**src/rtl/pipe_hazard_ctrl_if.sv**
```systemverilog
// Hazard-controller bundle: stage hazard information in, stage register controls out.
// master = pipeline datapath side, slave = pipe_hazard_ctrl.
interface pipe_hazard_ctrl_if #(
   parameter int unsigned REG_ADDR_W = 5
);
   logic [REG_ADDR_W-1:0] id_rs_addr;
   logic [REG_ADDR_W-1:0] id_rt_addr;
   logic [1:0]            id_rs_tuse;
   logic [1:0]            id_rt_tuse;
   logic                  id_is_md;
   logic [REG_ADDR_W-1:0] ex_wr_addr;
   logic [1:0]            ex_tnew;
   logic [REG_ADDR_W-1:0] mem_wr_addr;
   logic [1:0]            mem_tnew;
   logic                  ex_md_start;
   logic                  ex_md_is_div;
   logic                  mem_req;
   logic                  mem_ack;
   logic                  flush_req;

   logic                  pc_en;
   logic                  if_id_en;
   logic                  id_ex_en;
   logic                  ex_mem_en;
   logic                  mem_wb_en;
   logic                  if_id_clr;
   logic                  id_ex_clr;
   logic                  ex_mem_clr;
   logic                  mem_wb_clr;
   logic                  md_busy;

   modport master (
      output id_rs_addr, id_rt_addr, id_rs_tuse, id_rt_tuse, id_is_md,
             ex_wr_addr, ex_tnew, mem_wr_addr, mem_tnew,
             ex_md_start, ex_md_is_div, mem_req, mem_ack, flush_req,
      input  pc_en, if_id_en, id_ex_en, ex_mem_en, mem_wb_en,
             if_id_clr, id_ex_clr, ex_mem_clr, mem_wb_clr, md_busy
   );

   modport slave (
      input  id_rs_addr, id_rt_addr, id_rs_tuse, id_rt_tuse, id_is_md,
             ex_wr_addr, ex_tnew, mem_wr_addr, mem_tnew,
             ex_md_start, ex_md_is_div, mem_req, mem_ack, flush_req,
      output pc_en, if_id_en, id_ex_en, ex_mem_en, mem_wb_en,
             if_id_clr, id_ex_clr, ex_mem_clr, mem_wb_clr, md_busy
   );
endinterface

```
**src/rtl/pipe_hazard_ctrl.sv**
```systemverilog
// pipe_hazard_ctrl: 5-stage pipeline sequencer. Arbitrates memory wait states,
// redirect flushes, data hazards and MDU occupancy into per-stage enable/clear
// controls. Decisions are combinational from registered state plus inputs.
// Optional: define HAZ_PERF_CNT_EN to add stall_cycles / flush_count counters.
module pipe_hazard_ctrl #(
   parameter int unsigned REG_ADDR_W  = 5,
   parameter int unsigned MULT_CYCLES = 5,
   parameter int unsigned DIV_CYCLES  = 10,
   parameter int unsigned CNT_W       = 4
) (
   input  logic                clk,
   input  logic                reset,
   pipe_hazard_ctrl_if.slave   hz
`ifdef HAZ_PERF_CNT_EN
   ,
   output logic [31:0]         stall_cycles,
   output logic [31:0]         flush_count
`endif
);

   localparam logic [CNT_W-1:0] MULT_LD = CNT_W'(MULT_CYCLES);
   localparam logic [CNT_W-1:0] DIV_LD  = CNT_W'(DIV_CYCLES);

   typedef enum logic [2:0] {
      MODE_RESET,
      MODE_MEM_WAIT,
      MODE_FLUSH,
      MODE_STALL,
      MODE_RUN
   } mode_e;

   mode_e            mode;
   logic [CNT_W-1:0] md_cnt;
   logic [CNT_W-1:0] md_cnt_nxt;
   logic             flush_pend;
   logic             flush_pend_nxt;
   logic             md_busy_int;
   logic             data_stall;
   logic             md_stall;
   logic             mem_stall;
   logic             flush_any;
   logic             pc_en_int;
   logic             ex_mem_en_int;

   // RAW hit: producer writes a nonzero register the consumer reads, too late to forward.
   function automatic logic raw_hit(input logic [REG_ADDR_W-1:0] src,
                                    input logic [REG_ADDR_W-1:0] dst,
                                    input logic [1:0]            tnew,
                                    input logic [1:0]            tuse);
      return (src != REG_ADDR_W'(0)) && (src == dst) && (tnew > tuse);
   endfunction

   // Hazard cause detection.
   always_comb begin
      md_busy_int = (md_cnt != CNT_W'(0));
      data_stall  = raw_hit(hz.id_rs_addr, hz.ex_wr_addr,  hz.ex_tnew,  hz.id_rs_tuse) |
                    raw_hit(hz.id_rs_addr, hz.mem_wr_addr, hz.mem_tnew, hz.id_rs_tuse) |
                    raw_hit(hz.id_rt_addr, hz.ex_wr_addr,  hz.ex_tnew,  hz.id_rt_tuse) |
                    raw_hit(hz.id_rt_addr, hz.mem_wr_addr, hz.mem_tnew, hz.id_rt_tuse);
      md_stall    = hz.id_is_md & (md_busy_int | hz.ex_md_start);
      mem_stall   = hz.mem_req & ~hz.mem_ack;
      flush_any   = hz.flush_req | flush_pend;
   end

   // Priority arbitration: memory wait > flush > data/MDU stall > run.
   always_comb begin
      mode = MODE_RUN;
      if (!reset) begin
         mode = MODE_RESET;
      end else if (mem_stall) begin
         mode = MODE_MEM_WAIT;
      end else if (flush_any) begin
         mode = MODE_FLUSH;
      end else if (data_stall | md_stall) begin
         mode = MODE_STALL;
      end
   end

   // Stage control decode for the selected mode.
   always_comb begin
      pc_en_int     = 1'b1;
      hz.if_id_en   = 1'b1;
      hz.id_ex_en   = 1'b1;
      ex_mem_en_int = 1'b1;
      hz.mem_wb_en  = 1'b1;
      hz.if_id_clr  = 1'b0;
      hz.id_ex_clr  = 1'b0;
      hz.ex_mem_clr = 1'b0;
      hz.mem_wb_clr = 1'b0;
      unique case (mode)
         MODE_RESET: begin
            pc_en_int     = 1'b0;
            hz.if_id_en   = 1'b0;
            hz.id_ex_en   = 1'b0;
            ex_mem_en_int = 1'b0;
            hz.mem_wb_en  = 1'b0;
            hz.if_id_clr  = 1'b1;
            hz.id_ex_clr  = 1'b1;
            hz.ex_mem_clr = 1'b1;
            hz.mem_wb_clr = 1'b1;
         end
         MODE_MEM_WAIT: begin
            // Freeze upstream; WB gets a bubble so the held MEM op retires once.
            pc_en_int     = 1'b0;
            hz.if_id_en   = 1'b0;
            hz.id_ex_en   = 1'b0;
            ex_mem_en_int = 1'b0;
            hz.mem_wb_clr = 1'b1;
         end
         MODE_FLUSH: begin
            hz.if_id_clr  = 1'b1;
            hz.id_ex_clr  = 1'b1;
         end
         MODE_STALL: begin
            pc_en_int     = 1'b0;
            hz.if_id_en   = 1'b0;
            hz.id_ex_clr  = 1'b1;
         end
         default: begin
         end
      endcase
      hz.pc_en     = pc_en_int;
      hz.ex_mem_en = ex_mem_en_int;
      hz.md_busy   = md_busy_int;
   end

   // Next MDU count and pending-flush state.
   always_comb begin
      md_cnt_nxt     = md_cnt;
      flush_pend_nxt = 1'b0;
      if (hz.ex_md_start & ex_mem_en_int) begin
         md_cnt_nxt = hz.ex_md_is_div ? DIV_LD : MULT_LD;
      end else if (md_busy_int) begin
         md_cnt_nxt = md_cnt - CNT_W'(1);
      end
      if (mem_stall) begin
         flush_pend_nxt = flush_pend | hz.flush_req;
      end
   end

   // MDU busy counter and pending-flush latch.
   always_ff @(posedge clk or negedge reset) begin
      if (!reset) begin
         md_cnt     <= '0;
         flush_pend <= 1'b0;
      end else begin
         md_cnt     <= md_cnt_nxt;
         flush_pend <= flush_pend_nxt;
      end
   end

`ifdef HAZ_PERF_CNT_EN
   // Performance counters: PC-frozen cycles and applied flushes.
   always_ff @(posedge clk or negedge reset) begin
      if (!reset) begin
         stall_cycles <= '0;
         flush_count  <= '0;
      end else begin
         if (!pc_en_int) begin
            stall_cycles <= stall_cycles + 32'(1);
         end
         if (mode == MODE_FLUSH) begin
            flush_count <= flush_count + 32'(1);
         end
      end
   end
`endif

endmodule

```
**src/flat_wrapper.sv**
```systemverilog
// flat-port wrapper written by rule: the top's interface ports become plain ports
module pipe_hazard_ctrl_flat 
#(
   parameter int unsigned REG_ADDR_W  = 5,
   parameter int unsigned MULT_CYCLES = 5,
   parameter int unsigned DIV_CYCLES  = 10,
   parameter int unsigned CNT_W       = 4
)
  (clk, reset, hz_id_rs_addr, hz_id_rt_addr, hz_id_rs_tuse, hz_id_rt_tuse, hz_id_is_md, hz_ex_wr_addr, hz_ex_tnew, hz_mem_wr_addr, hz_mem_tnew, hz_ex_md_start, hz_ex_md_is_div, hz_mem_req, hz_mem_ack, hz_flush_req, hz_pc_en, hz_if_id_en, hz_id_ex_en, hz_ex_mem_en, hz_mem_wb_en, hz_if_id_clr, hz_id_ex_clr, hz_ex_mem_clr, hz_mem_wb_clr, hz_md_busy);
  pipe_hazard_ctrl_if #(.REG_ADDR_W(REG_ADDR_W)) hz_i ();
  input  logic clk;
  input  logic reset;
  input wire logic [$bits(hz_i.id_rs_addr)-1:0] hz_id_rs_addr;
  input wire logic [$bits(hz_i.id_rt_addr)-1:0] hz_id_rt_addr;
  input wire logic [$bits(hz_i.id_rs_tuse)-1:0] hz_id_rs_tuse;
  input wire logic [$bits(hz_i.id_rt_tuse)-1:0] hz_id_rt_tuse;
  input wire logic [$bits(hz_i.id_is_md)-1:0] hz_id_is_md;
  input wire logic [$bits(hz_i.ex_wr_addr)-1:0] hz_ex_wr_addr;
  input wire logic [$bits(hz_i.ex_tnew)-1:0] hz_ex_tnew;
  input wire logic [$bits(hz_i.mem_wr_addr)-1:0] hz_mem_wr_addr;
  input wire logic [$bits(hz_i.mem_tnew)-1:0] hz_mem_tnew;
  input wire logic [$bits(hz_i.ex_md_start)-1:0] hz_ex_md_start;
  input wire logic [$bits(hz_i.ex_md_is_div)-1:0] hz_ex_md_is_div;
  input wire logic [$bits(hz_i.mem_req)-1:0] hz_mem_req;
  input wire logic [$bits(hz_i.mem_ack)-1:0] hz_mem_ack;
  input wire logic [$bits(hz_i.flush_req)-1:0] hz_flush_req;
  output wire logic [$bits(hz_i.pc_en)-1:0] hz_pc_en;
  output wire logic [$bits(hz_i.if_id_en)-1:0] hz_if_id_en;
  output wire logic [$bits(hz_i.id_ex_en)-1:0] hz_id_ex_en;
  output wire logic [$bits(hz_i.ex_mem_en)-1:0] hz_ex_mem_en;
  output wire logic [$bits(hz_i.mem_wb_en)-1:0] hz_mem_wb_en;
  output wire logic [$bits(hz_i.if_id_clr)-1:0] hz_if_id_clr;
  output wire logic [$bits(hz_i.id_ex_clr)-1:0] hz_id_ex_clr;
  output wire logic [$bits(hz_i.ex_mem_clr)-1:0] hz_ex_mem_clr;
  output wire logic [$bits(hz_i.mem_wb_clr)-1:0] hz_mem_wb_clr;
  output wire logic [$bits(hz_i.md_busy)-1:0] hz_md_busy;
  assign hz_i.id_rs_addr = hz_id_rs_addr;
  assign hz_i.id_rt_addr = hz_id_rt_addr;
  assign hz_i.id_rs_tuse = hz_id_rs_tuse;
  assign hz_i.id_rt_tuse = hz_id_rt_tuse;
  assign hz_i.id_is_md = hz_id_is_md;
  assign hz_i.ex_wr_addr = hz_ex_wr_addr;
  assign hz_i.ex_tnew = hz_ex_tnew;
  assign hz_i.mem_wr_addr = hz_mem_wr_addr;
  assign hz_i.mem_tnew = hz_mem_tnew;
  assign hz_i.ex_md_start = hz_ex_md_start;
  assign hz_i.ex_md_is_div = hz_ex_md_is_div;
  assign hz_i.mem_req = hz_mem_req;
  assign hz_i.mem_ack = hz_mem_ack;
  assign hz_i.flush_req = hz_flush_req;
  assign hz_pc_en = hz_i.pc_en;
  assign hz_if_id_en = hz_i.if_id_en;
  assign hz_id_ex_en = hz_i.id_ex_en;
  assign hz_ex_mem_en = hz_i.ex_mem_en;
  assign hz_mem_wb_en = hz_i.mem_wb_en;
  assign hz_if_id_clr = hz_i.if_id_clr;
  assign hz_id_ex_clr = hz_i.id_ex_clr;
  assign hz_ex_mem_clr = hz_i.ex_mem_clr;
  assign hz_mem_wb_clr = hz_i.mem_wb_clr;
  assign hz_md_busy = hz_i.md_busy;
  pipe_hazard_ctrl #(.REG_ADDR_W(REG_ADDR_W), .MULT_CYCLES(MULT_CYCLES), .DIV_CYCLES(DIV_CYCLES), .CNT_W(CNT_W)) u_core (.clk(clk), .reset(reset), .hz(hz_i));
endmodule
```
**config.mk**
```make
export PLATFORM = sky130hd
export DESIGN_NAME = pipe_hazard_ctrl_flat
export DESIGN_NICKNAME = d
export VERILOG_FILES = /design/src/rtl/pipe_hazard_ctrl_if.sv /design/src/rtl/pipe_hazard_ctrl.sv /design/src/flat_wrapper.sv
export SDC_FILE = /design/constraint.sdc
export NUM_CORES = 1
export LEC_CHECK = 0
export ABC_AREA = 0
export BUFFER_PORTS_ARGS = -buffer_cell sky130_fd_sc_hd__buf_2
export CORE_UTILIZATION = 38
export CTS_BUF_LIST = sky130_fd_sc_hd__clkbuf_16
export CTS_CLUSTER_SIZE = 16
export DETAILED_ROUTE_END_ITERATION = 12
export PLACE_DENSITY = 0.86
export SYNTH_ARGS = -nofsm -noshare
export SYNTH_HDL_FRONTEND = slang
export SYNTH_SLANG_ARGS = --single-unit
```
**constraint.sdc**
```tcl
create_clock -name clk -period 1.7 [get_ports clk]
set_clock_uncertainty 0.2 [all_clocks]
set_input_delay 0.17 -clock clk [delete_from_list [all_inputs] [get_ports clk]]
set_output_delay 0.17 -clock clk [all_outputs]
set_load 0.05 [all_outputs]
```
# After elaboration in Yosys (flattened, before gate mapping)
# Index checks and enable logic that the tools add are counted.
dict set report word_totals {
  ff_bits 5
}
dict set report classes {
  n_eq_ne 7
  bitwise 10
  addsub 1
  muxes 15
  reduce_logical 17
  order_cmp 4
}
# cell n
set op_table {}
lappend op_table {{$eq 5x5->1} 4}
lappend op_table {{$mux 3} 4}
lappend op_table {{$mux 4} 3}
lappend op_table {{$reduce_bool 5->1} 2}
lappend op_table {{$gt 2x2->1} 4}
lappend op_table {{$logic_and 1x1->1} 8}
lappend op_table {{$mux 1} 8}
lappend op_table {{$eq 3x2->1 const B} 2}
lappend op_table {{$or 1x1->1} 6}
lappend op_table {{$reduce_or 3->1} 2}
lappend op_table {{$reduce_bool 4->1} 1}
lappend op_table {{$reduce_or 2->1} 2}
lappend op_table {{$sub 4x1->4 const B} 1}
lappend op_table {{$and 1x1->1} 3}
lappend op_table {{$eq 3x1->1 const B} 1}
lappend op_table {{$logic_not 3->1} 1}
lappend op_table {{$reduce_bool 2->1} 1}
lappend op_table {{$not 1->1} 1}

# Logic depth before layout (Yosys ltp)
# Gate-level depths: netlist (run 1).
dict set report logic_depth {
  word_depth 16
  ltp_mapped 8
  depth_no_buf 7
}

# Least setup slack after synthesis (run 1)
# OpenSTA, ideal clock, no wires.
dict set report synth_path {
  path_kind {register to output}
  start {register u_core.md_cnt[0]}
  end {output port hz_pc_en}
  required_ns 1.330
  slack_ns -0.891
  path_stages_with_launch 8
  t_arrival_ns 2.221
  cell_sequence {dfrtp_1 -> inv_1 -> ha_1 -> nand2_1 -> o21a_1 -> a211oi_2 -> a31o_1 -> buf_4}
}
dict set report synth_between {
  elab_chain_len 11
  elab_cells_between_ends 13
  cone_classes {2 x eq/ne; 5 x mux; 3 x bitwise; 3 x reduce/logical}
}
# element line
set synth_lines {}
lappend synth_lines {{start, declared} pipe_hazard_ctrl.sv:33} ;# logic [CNT_W-1:0] md_cnt;
lappend synth_lines {{start signal, assigned} pipe_hazard_ctrl.sv:147} ;# md_cnt <= md_cnt_nxt;
lappend synth_lines {{$reduce_bool 4->1 *} pipe_hazard_ctrl.sv:55} ;# md_busy_int = (md_cnt != CNT_W'(0));
lappend synth_lines {{via hz_md_busy} flat_wrapper.sv:36} ;# output wire logic [$bits(hz_i.md_busy)-1:0] hz_md_busy;
lappend synth_lines {{$or 1x1->1 *} pipe_hazard_ctrl.sv:60} ;# md_stall = hz.id_is_md & (md_busy_int | hz.ex_md_start);
lappend synth_lines {{$and 1x1->1 *} pipe_hazard_ctrl.sv:60}
lappend synth_lines {{$or 1x1->1 *} pipe_hazard_ctrl.sv:74} ;# end else if (data_stall | md_stall) begin
lappend synth_lines {{$mux 3 *} pipe_hazard_ctrl.sv:74}
lappend synth_lines {{$mux 3 *} pipe_hazard_ctrl.sv:72} ;# end else if (flush_any) begin
lappend synth_lines {{$mux 3 *} pipe_hazard_ctrl.sv:70} ;# end else if (mem_stall) begin
lappend synth_lines {{$mux 3 *} pipe_hazard_ctrl.sv:68} ;# if (!reset) begin
lappend synth_lines {{$eq 3x2->1, or another cell as far along} -}
lappend synth_lines {{$reduce_or 3->1 (no source line) *} -}
lappend synth_lines {{$mux 1 *} -}
lappend synth_lines {{end, declared} flat_wrapper.sv:27} ;# output wire logic [$bits(hz_i.pc_en)-1:0] hz_pc_en;
# Mark *: on every way through the listed nets, which the timed path passes. The rest lies on a longest branch.

# Worst setup path in the final report (run 1)
dict set report layout_path {
  start {input port hz_ex_tnew[0]}
  end {output port hz_if_id_en}
}
dict set report layout_between {
  elab_chain_len 13
  elab_cells_between_ends 17
  cone_classes {2 x order compare; 2 x eq/ne; 5 x mux; 4 x bitwise; 4 x reduce/logical}
}
# element line
set layout_lines {}
lappend layout_lines {{start, declared} flat_wrapper.sv:19} ;# input wire logic [$bits(hz_i.ex_tnew)-1:0] hz_ex_tnew;
lappend layout_lines {{$gt 2x2->1} pipe_hazard_ctrl.sv:50} ;# return (src != REG_ADDR_W'(0)) && (src == dst) && (tnew > tuse);
lappend layout_lines {{$logic_and 1x1->1} pipe_hazard_ctrl.sv:50}
lappend layout_lines {{$or 1x1->1} pipe_hazard_ctrl.sv:56} ;# data_stall = raw_hit(hz.id_rs_addr, hz.ex_wr_addr, hz.ex_tnew, hz.id_rs_tuse) |
lappend layout_lines {{$or 1x1->1 *} pipe_hazard_ctrl.sv:57} ;# raw_hit(hz.id_rs_addr, hz.mem_wr_addr, hz.mem_tnew, hz.id_rs_tuse) |
lappend layout_lines {{$or 1x1->1 *} pipe_hazard_ctrl.sv:58} ;# raw_hit(hz.id_rt_addr, hz.ex_wr_addr, hz.ex_tnew, hz.id_rt_tuse) |
lappend layout_lines {{$or 1x1->1 *} pipe_hazard_ctrl.sv:74}
lappend layout_lines {{$mux 3 *} pipe_hazard_ctrl.sv:74}
lappend layout_lines {{$mux 3 *} pipe_hazard_ctrl.sv:72}
lappend layout_lines {{$mux 3 *} pipe_hazard_ctrl.sv:70}
lappend layout_lines {{$mux 3 *} pipe_hazard_ctrl.sv:68}
lappend layout_lines {{$eq 3x2->1, or another cell as far along} pipe_hazard_ctrl.sv:90} ;# unique case (mode)
lappend layout_lines {{$reduce_or 3->1 (no source line) *} -}
lappend layout_lines {{$mux 1 *} pipe_hazard_ctrl.sv:90}
lappend layout_lines {{end, declared} flat_wrapper.sv:28} ;# output wire logic [$bits(hz_i.if_id_en)-1:0] hz_if_id_en;
# Mark *: on every way between the ends. The rest lies on a longest branch, timed or not.

==> results.sh, run 1 <==
export IMPL_status="finished, violations left"
export IMPL_violations="negative setup slack"
export IMPL_cts_tree="done"
export IMPL_drt_iter0_drc=19
export IMPL_htreeDepth=1
export IMPL_worstPathBufferInverterCount=4
export IMPL_cp_required_ps=1330
export IMPL_port_buffers=45
export IMPL_arrival_ps=1730
export IMPL_drc=0
export IMPL_worstHoldStart="hz_ex_md_is_div"
export IMPL_worstSkewPairLatency_ps=230
export IMPL_crit_path_end_kind="output port"
export IMPL_cp_top_family="compound AO/OA/AOI/OAI gates"
export IMPL_grt_pass1_vias=972
export IMPL_start_util=0.423
export IMPL_design_portCount=46
export IMPL_core_um2=1800
export IMPL_synth_seq_cells=5
export IMPL_cts_buffers=3
export IMPL_critPathLaunch="hz_ex_tnew[0]"
export IMPL_antenna_left=0
export IMPL_worstMarginPinSlew_ps=417
export IMPL_ys_seq_area_frac=0.164
export IMPL_rsz0062_at_grt="true"
export IMPL_yosys_most_used_dff="dfrtp_1"
export IMPL_r2r_start="u_core.md_cnt[2]"
export IMPL_drt_first_pass_iters=4
export IMPL_antenna_found_initial=0
export IMPL_synth_cell_types=30
export IMPL_syn_area_per_cell_um2=7.94
export IMPL_power_mw=1.42
export IMPL_worst_r2r_setup_slack_ps=90
export IMPL_viasPerCell=5.11
export IMPL_start_kind="input pin"
export IMPL_slew_viol_final=0
export IMPL_clock_path_buffers=2
export IMPL_yosysWarnings=0
export IMPL_diodes=0
export IMPL_syn_to_final_growth_pct=86.5
export IMPL_cellPowerDensity_nw_per_um2=1000
export IMPL_final_area_um2=1420
export IMPL_avgRoutedWirePerCell_um=14.4
export IMPL_timing_final_crit_share=1.24
export IMPL_num_vias=971
export IMPL_peakVddDrop_uv=1460
export IMPL_drv_cap=0
export IMPL_postSynth_asyncResetShare=1.00
export IMPL_cts_clk_slew_worst_paths_ps=40
export IMPL_grt_usage=0.268
export IMPL_grt_start_max_net_pins=7
export IMPL_synthCells=96
export IMPL_timing_rr_end="u_core.md_cnt[3]"
export IMPL_fmax_mhz=476
export IMPL_postPlaceCellArea_um2=1220
export IMPL_dieArea_um2=2190
export IMPL_leakage_nw=0.692
export IMPL_fin_crit_ps=2100
export IMPL_crit_type="in2out"
export IMPL_setup_viol=3
export IMPL_synth_edf_count=0
export IMPL_drive_above_1_share=0.533
export IMPL_drt_total_wl_um=2740
export IMPL_die_h_um=46.8
export IMPL_synth_area_um2=762
export IMPL_path_cells="buf_2 > inv_1 > buf_4 > ha_1 > nand2_1 > o2111ai_1 > nor3_1 > a211oi_4 > a31o_4 > buf_8"
export IMPL_crit_fanout=2
export IMPL_numClockSinks=5
export IMPL_hold_path_endpoint="u_core.md_cnt[3]"
export IMPL_hold_class="in2reg"
export IMPL_grt_overflow=0
export IMPL_cts_root_buf="clkbuf_16"
export IMPL_slowest_stage="nor3_1"
export IMPL_final_setup_worst_slack_ps=-403
export IMPL_hold_slack_ps=33.0
export IMPL_critPathMaxStageDelay_ps=350
export IMPL_synth_nets=142
export IMPL_layout_nets=212
export IMPL_die_x_um=46.8
export IMPL_place_gp_congestion=0.829
export IMPL_hold_viol=0
export IMPL_tns_ps=-1170
export IMPL_grt_pass1_wl_um=4110
export IMPL_relSlewSlack=0.720
export IMPL_hold_depth=3
export IMPL_dpl_hpwl_um=1950
export IMPL_rows=15
export IMPL_worst_r2r_path_depth=5
[cell usage after synthesis, types with 2 or more instances]
master,count,area share
or4_1,2,0.020
a31o_1,2,0.023
ha_1,10,0.16
buf_4,2,0.020
nor3_1,3,0.020
nor2_1,6,0.030
o21ai_0,2,0.013
nor4_1,2,0.016
a21oi_1,5,0.033
inv_1,9,0.044
dfrtp_1,5,0.16
xor2_1,9,0.10
nand4_1,2,0.016
nor2b_1,2,0.016
nand2_1,8,0.039
xnor2_1,13,0.15
[through the flow]
stage                     std cells   util  worst slack [ps]
final                           190  0.789              -403
after CTS                       191  0.788              -382
after global routing            190  0.789              -452
after floorplan                  96      -              -367
after global placement          183  0.675              -485
after detailed placement        183  0.675              -523
[where the power goes]
| part | internal (mW) | switching [mW] | total (mW) |
|---|---|---|---|
| Clock | 0.305 | 0.0830 | 0.388 |
| Sequential | 0.172 | 0.0465 | 0.218 |
| Combinational | 0.403 | 0.412 | 0.814 |
[layout by cell type, fill, tap and decap left out, types with 2 or more instances in the layout]
master and count:
buf_2 40, buf_6 2, buf_8 3, o21ai_0 2, nand4_1 2, inv_2 3
nand2_1 6, nor2_4 2, buf_4 22, dfrtp_1 5, xor2_1 9, ha_1 9
nor3_1 3, inv_1 8, clkbuf_16 3, nor2_1 5, nor4_2 2, a21oi_1 5
xnor2_1 13
[worst min-delay path, stage by stage]
cell and delay [ps]:
buf_2 70, nor2_1 60, a21oi_1 110
[cell families after synthesis]
kind of cell,after synthesis,synth area share
buf+inv,13,0.0739
xor+xnor,22,0.253
fa+ha+maj,10,0.164
simple gates,29,0.189
flops,5,0.164
compound gates,17,0.156
[flip-flops by register name (all words and copies together), names as in the netlist]
| signal | cells |
|---|---|
| u_core.md_cnt | 4 |
| u_core.flush_pend | 1 |
[layer usage]
metal	vias to the layer above	part of all wire	global-route usage
met1	449	0.42	0.321
met3	10	0.051	0.0731
li1	470	-	-
met5	-	0	0
met2	42	0.50	0.458
met4	0	0.032	0.103
[worst max path at each step]
stage / to / slack (ps) / depth (start not counted)
after floorplan: hz_pc_en / -370 / 7
after global placement: hz_if_id_en / -480 / 7
after detailed placement: hz_pc_en / -520 / 7
after CTS: hz_pc_en / -380 / 7
after global routing: hz_if_id_en / -450 / 7
final: hz_if_id_en / -400 / 10
[cell type report]
class	count	area, µm²
multi-input cells	78	706
repair buffers	68	443
fillers	120	380
flip-flops and latches	5	125
clock buffers	3	75.1
inverters	10	37.5
well taps	25	31.3
clock inverters	1	3.75
[what timing repair did]
action / 4_1_cts / 5_1_grt
resized for setup: 19 / 3
pin swaps: 10 / 3
endpoints found under the setup margin: 3 / 4
hold endpoints to repair: 5 / 0
buffers inserted: 3 / 0
hold buffers: 1 / 0
Note: power is estimated with default switching activity, not from simulation.
==> inputs of run 2 (changes only) <==
--- a/config.mk
+++ b/config.mk
@@ -11,7 +11,8 @@
 export CTS_BUF_LIST = sky130_fd_sc_hd__clkbuf_16
 export CTS_CLUSTER_SIZE = 16
 export DETAILED_ROUTE_END_ITERATION = 12
-export PLACE_DENSITY = 0.86
+export HOLD_SLACK_MARGIN = 0.12
+export PLACE_DENSITY = 0.76
 export SYNTH_ARGS = -nofsm -noshare
 export SYNTH_HDL_FRONTEND = slang
 export SYNTH_SLANG_ARGS = --single-unit
==> results.sh, run 2 (synthesized netlist as in run 1, its figures left out) <==
export IMPL_status="finished, violations left"
export IMPL_violations="negative setup slack"
export IMPL_viasPerCell=5.06
export IMPL_cellPowerDensity_nw_per_um2=998
export IMPL_mostFrequentLayoutCells="42 x buf_2, 24 x buf_4, 13 x xnor2_1"
export IMPL_crit_fanout=2
export IMPL_postPlaceCellArea_um2=1220
export IMPL_worstSkewPairLatency_ps=230
export IMPL_cts_tree="done"
export IMPL_largest_reg_flops=4
export IMPL_grt_pass1_vias=1064
export IMPL_die_x_um=46.8
export IMPL_place_gp_congestion=0.881
export IMPL_fin_crit_ps=2100
export IMPL_grt_usage=0.306
export IMPL_slew_viol_final=0
export IMPL_peakVddDrop_uv=1180
export IMPL_timing_final_crit_share=1.23
export IMPL_drt_total_wl_um=2950
export IMPL_place_ws_ps=-521
export IMPL_cts_buffers=3
export IMPL_layout_nets=216
export IMPL_port_buffers=45
export IMPL_hold_viol=0
export IMPL_grt_start_max_net_pins=6
export IMPL_start_kind="register"
export IMPL_antenna_left=0
export IMPL_design_portCount=46
export IMPL_hold_slack_ps=136
export IMPL_syn_to_final_growth_pct=90.3
export IMPL_crit_path_end_kind="output port"
export IMPL_grt_overflow=0
export IMPL_cts_root_buf="clkbuf_16"
export IMPL_grt_pass1_wl_um=4610
export IMPL_numClockSinks=5
export IMPL_power_mw=1.45
export IMPL_tns_ps=-1240
export IMPL_drt_iter0_drc=9
export IMPL_avgRoutedWirePerCell_um=15.2
export IMPL_num_vias=982
export IMPL_relSlewSlack=0.760
export IMPL_cp_required_ps=1330
export IMPL_dp_cells=183
export IMPL_final_common_cell="buf_2"
export IMPL_final_area_um2=1450
export IMPL_diodes=0
export IMPL_nFillCells=113
export IMPL_final_setup_worst_slack_ps=-398
export IMPL_rows=15
export IMPL_fin_util=0.805
export IMPL_clock_path_buffers=2
export IMPL_drc=0
export IMPL_antenna_found_initial=0
export IMPL_leakage_nw=0.703
export IMPL_drive_above_1_share=0.544
export IMPL_fmax_mhz=477
export IMPL_dieArea_um2=2190
export IMPL_cts_clk_slew_worst_paths_ps=40
export IMPL_top_register="u_core.md_cnt"
export IMPL_drv_cap=0
export IMPL_start_util=0.423
export IMPL_instances_no_fill=194
export IMPL_worstMarginPinSlew_ps=358
export IMPL_core_um2=1800
export IMPL_arrival_ps=1730
export IMPL_largestRegisters="u_core.md_cnt x4, u_core.flush_pend x1"
export IMPL_hold_class="in2reg"
export IMPL_die_h_um=46.8
export IMPL_rsz0062_at_grt="true"
export IMPL_dpl_hpwl_um=1990
export IMPL_setup_viol=4
export IMPL_drt_first_pass_iters=4
export IMPL_htreeDepth=1
export IMPL_crit_type="reg2out"
run 2: changes by cell type in the layout (fill, tap and decap cells not counted), sizes merged:
cell	change
buf	+2
dlygate4sd3	+2
run 2: worst max-delay path, cell delays in order (launching register included):
cell and delay, ps:
dfrtp_1 380, inv_2 90, ha_4 170, nand2_8 50, o21a_1 200, a211oi_4 240, a31o_4 220, buf_8 140
run 2: path summary, 6_finish.rpt:
kind	cells after the start	endpoint	slack [ps]	startpoint
setup / recovery	7	hz_if_id_en	-400	u_core.md_cnt[0]
hold / removal	4	u_core.flush_pend	140	hz_flush_req
setup reg to reg	5	u_core.md_cnt[3]	50	u_core.md_cnt[2]
hold reg to reg	3	u_core.flush_pend	470	u_core.flush_pend
max in group asynchronous	3	u_core.md_cnt[1]	760	reset
min in group asynchronous	3	u_core.md_cnt[2]	320	reset
run 2: timing repair:
| action | in CTS | in global routing |
|---|---|---|
| endpoints found under the hold margin | 9 | 0 |
| gates cloned | 0 | 0 |
| buffers inserted | 1 | 3 |
| pin swaps | 8 | 3 |
| hold buffers | 3 | 0 |
| endpoints found under the setup margin | 3 | 4 |
| resized for setup | 16 | 4 |
run 2: power breakdown:
| part | internal (mW) | leakage (nW) | switching [mW] |
|---|---|---|---|
| clock | 0.305 | 0.0423 | 0.0843 |
| sequential | 0.172 | 0.0603 | 0.0435 |
| combinational | 0.402 | 0.601 | 0.439 |
run 2: routing by layer:
metal | vias up | routed length, µm | track usage
li1 | 480 | - | -
met1 | 455 | 1200 | 0.318
met5 | - | 0 | 0
met4 | 0 | 84 | 0.149
met2 | 35 | 1540 | 0.561
met3 | 12 | 119 | 0.0885
run 2: layout make-up:
class / instances / area [µm²] / area share
Multi-Input combinational cell: 78 / 716 / 0.494
Timing Repair Buffer: 72 / 462 / 0.318
Sequential cell: 5 / 125 / 0.0863
Clock buffer: 3 / 75.1 / 0.0518
Inverter: 10 / 37.5 / 0.0259
Tap cell: 25 / 31.3 / 0.0216
Clock inverter: 1 / 3.75 / 0.00259
==> inputs of run 3 (changes only) <==
--- a/config.mk
+++ b/config.mk
@@ -5,14 +5,14 @@
 export SDC_FILE = /design/constraint.sdc
 export NUM_CORES = 1
 export LEC_CHECK = 0
-export ABC_AREA = 0
+export ABC_AREA = 1
 export BUFFER_PORTS_ARGS = -buffer_cell sky130_fd_sc_hd__buf_2
-export CORE_UTILIZATION = 38
+export CORE_UTILIZATION = 40
 export CTS_BUF_LIST = sky130_fd_sc_hd__clkbuf_16
 export CTS_CLUSTER_SIZE = 16
 export DETAILED_ROUTE_END_ITERATION = 12
 export HOLD_SLACK_MARGIN = 0.12
-export PLACE_DENSITY = 0.76
+export PLACE_DENSITY = 0.75
 export SYNTH_ARGS = -nofsm -noshare
 export SYNTH_HDL_FRONTEND = slang
 export SYNTH_SLANG_ARGS = --single-unit
==> results.sh, run 3 <==
export IMPL_status="finished, violations left"
export IMPL_violations="negative setup slack"
export IMPL_r2r_start="u_core.md_cnt[0]"
export IMPL_worstSkewPairLatency_ps=230
export IMPL_syn_area_per_cell_um2=5.68
export IMPL_cellPowerDensity_nw_per_um2=938
export IMPL_mostFrequentLayoutCells="49 x nand2_1, 40 x buf_2, 24 x inv_1"
export IMPL_numClockSinks=5
export IMPL_dieArea_um2=2480
export IMPL_crit_fanout=2
export IMPL_fmax_mhz=513
export IMPL_cts_tree="done"
export IMPL_grt_usage=0.240
export IMPL_cp_required_ps=1330
export IMPL_crit_path_end_kind="output port"
export IMPL_setup_viol=3
export IMPL_start_kind="register"
export IMPL_peakVddDrop_uv=1070
export IMPL_nFillCells=168
export IMPL_path_cells="inv_2 > ha_4 > nand2_2 > nor2_4 > inv_6 > o21ai_4 > nand3_2 > a21oi_4 > buf_6"
export IMPL_synth_area_um2=915
export IMPL_crit_type="reg2out"
export IMPL_worstHoldStart="hz_flush_req"
export IMPL_worstMarginPinSlew_ps=273
export IMPL_synth_seq_cells=5
export IMPL_netlist_area_leader_share=0.213
export IMPL_fin_crit_ps=1950
export IMPL_die_h_um=49.8
export IMPL_dpl_hpwl_um=2050
export IMPL_drt_total_wl_um=2640
export IMPL_yosysMostFrequentCell="nand2_1"
export IMPL_viasPerCell=4.63
export IMPL_synthTopCellsByCount="52 x nand2_1, 27 x inv_1, 18 x nor2_1"
export IMPL_cp_top_family="flip-flops"
export IMPL_htreeDepth=1
export IMPL_place_gp_congestion=0.839
export IMPL_die_x_um=49.8
export IMPL_clock_path_buffers=2
export IMPL_top_register="u_core.md_cnt"
export IMPL_cts_clk_slew_worst_paths_ps=30
export IMPL_leakage_nw=0.858
export IMPL_ys_seq_area_frac=0.137
export IMPL_grt_start_max_net_pins=7
export IMPL_synthCells=161
export IMPL_ys_top_cells_by_area="nand2_1 21%, dfrtp_1 14%, ha_1 14%"
export IMPL_rows=16
export IMPL_critPathMaxStageDelay_ps=360
export IMPL_design_portCount=46
export IMPL_relSlewSlack=0.819
export IMPL_start_util=0.444
export IMPL_largest_reg_flops=4
export IMPL_diodes=0
export IMPL_drc=0
export IMPL_port_buffers=45
export IMPL_place_ws_ps=-239
export IMPL_worstPathBufferInverterCount=3
export IMPL_final_common_cell="nand2_1"
export IMPL_syn_to_final_growth_pct=56.6
export IMPL_timing_final_crit_share=1.15
export IMPL_arrival_ps=1580
export IMPL_rsz0062_at_grt="true"
export IMPL_drive_above_1_share=0.379
export IMPL_yosys_most_used_dff="dfrtp_1"
export IMPL_drt_first_pass_iters=4
export IMPL_grt_pass1_wl_um=4590
export IMPL_grt_pass1_vias=1162
export IMPL_yosysTopAreaCell="nand2_1"
export IMPL_slowest_stage="dfrtp_1"
export IMPL_drv_cap=0
export IMPL_slew_viol_final=0
export IMPL_critPathLaunch="u_core.md_cnt[0]"
export IMPL_num_vias=1140
export IMPL_hold_class="in2reg"
export IMPL_layout_nets=266
export IMPL_core_um2=2060
export IMPL_hold_viol=0
export IMPL_drt_iter0_drc=24
export IMPL_avgRoutedWirePerCell_um=10.7
export IMPL_hold_slack_ps=170
export IMPL_antenna_left=0
export IMPL_synth_nets=207
export IMPL_cts_buffers=3
export IMPL_synth_edf_count=0
export IMPL_antenna_found_initial=0
export IMPL_synth_cell_types=21
export IMPL_yosysWarnings=0
export IMPL_final_setup_worst_slack_ps=-250
export IMPL_grt_overflow=0
export IMPL_postSynth_asyncResetShare=1.00
export IMPL_cts_root_buf="clkbuf_16"
export IMPL_largestRegisters="u_core.md_cnt x4, u_core.flush_pend x1"
==> run 3: changes by cell type after synthesis, moves of 2 or more <==
cell,delta
inv_1,+18
nand2_1,+44
nor2_1,+12
or4_1,-2
nand4_1,-2
nand3_1,+10
a31o_1,-2
xnor2_1,-13
nor2b_1,-2
nor4_1,-2
inv_2,+9
==> run 3: stage by stage <==
stage          TNS [ps]  total power, mW  utilization  area (µm²)  cells
2_1_floorplan      -573            0.655            -         980    161
3_3_place_gp       -609            0.861        0.615        1270    237
3_5_place_dp       -636            0.873        0.615        1270    237
4_1_cts            -715             1.32        0.689        1420    245
5_1_grt            -948             1.44        0.695        1430    246
6_report           -713             1.34        0.695        1430    246
==> run 3: worst paths after layout <==
kind | endpoint | slack, ps | cells after the start
max | hz_pc_en | -250 | 9
min | u_core.flush_pend | 170 | 4
max reg2reg | u_core.md_cnt[2] | 160 | 7
min reg2reg | u_core.flush_pend | 480 | 3
max in group asynchronous | u_core.md_cnt[0] | 980 | 3
min in group asynchronous | u_core.md_cnt[3] | 210 | 3
==> run 3: area by class of cell <==
type / count / area (µm²) / area share
repair buffers: 57 / 354 / 0.247
well taps: 27 / 33.8 / 0.0236
clock inverters: 1 / 3.75 / 0.00262
flip-flops and latches: 5 / 125 / 0.0873
multi-input cells: 116 / 683 / 0.477
inverters: 37 / 158 / 0.110
clock buffers: 3 / 75.1 / 0.0524
==> run 3: cells by family after synthesis <==
family,share of synthesized area
xor gates and xnor gates,0.0766
buffers and inverters,0.172
and+or+nand+nor,0.389
adders and majority gates,0.137
AOI/OAI and AO/OA,0.0889
DFF,0.137
==> run 3: repair_timing <==
action / CTS / global route
setup endpoints to repair: 5 / 5
resized for setup: 11 / 3
buffers inserted: 2 / 1
hold buffers: 3 / 0
pin swaps: 3 / 3
hold endpoints to repair: 10 / 0
==> run 3: power breakdown <==
group	total, mW	internal [mW]	switching, mW
combinational	0.758	0.343	0.414
clock	0.382	0.305	0.0778
sequential	0.204	0.172	0.0319
total	1.34	0.820	0.524
==> run 3: worst reg2reg max path: stages (launching register included) <==
cell      delay (ps)
dfrtp_1          330
inv_2             60
buf_4            120
buf_4            130
ha_1             200
xor2_1           160
o211ai_1         170
inv_1             50
==> run 3: layer usage <==
metal / track usage / wire, µm
met5: 0 / 0
met4: 0.100 / 22
met3: 0.0401 / 112
met2: 0.475 / 1450
met1: 0.241 / 1050
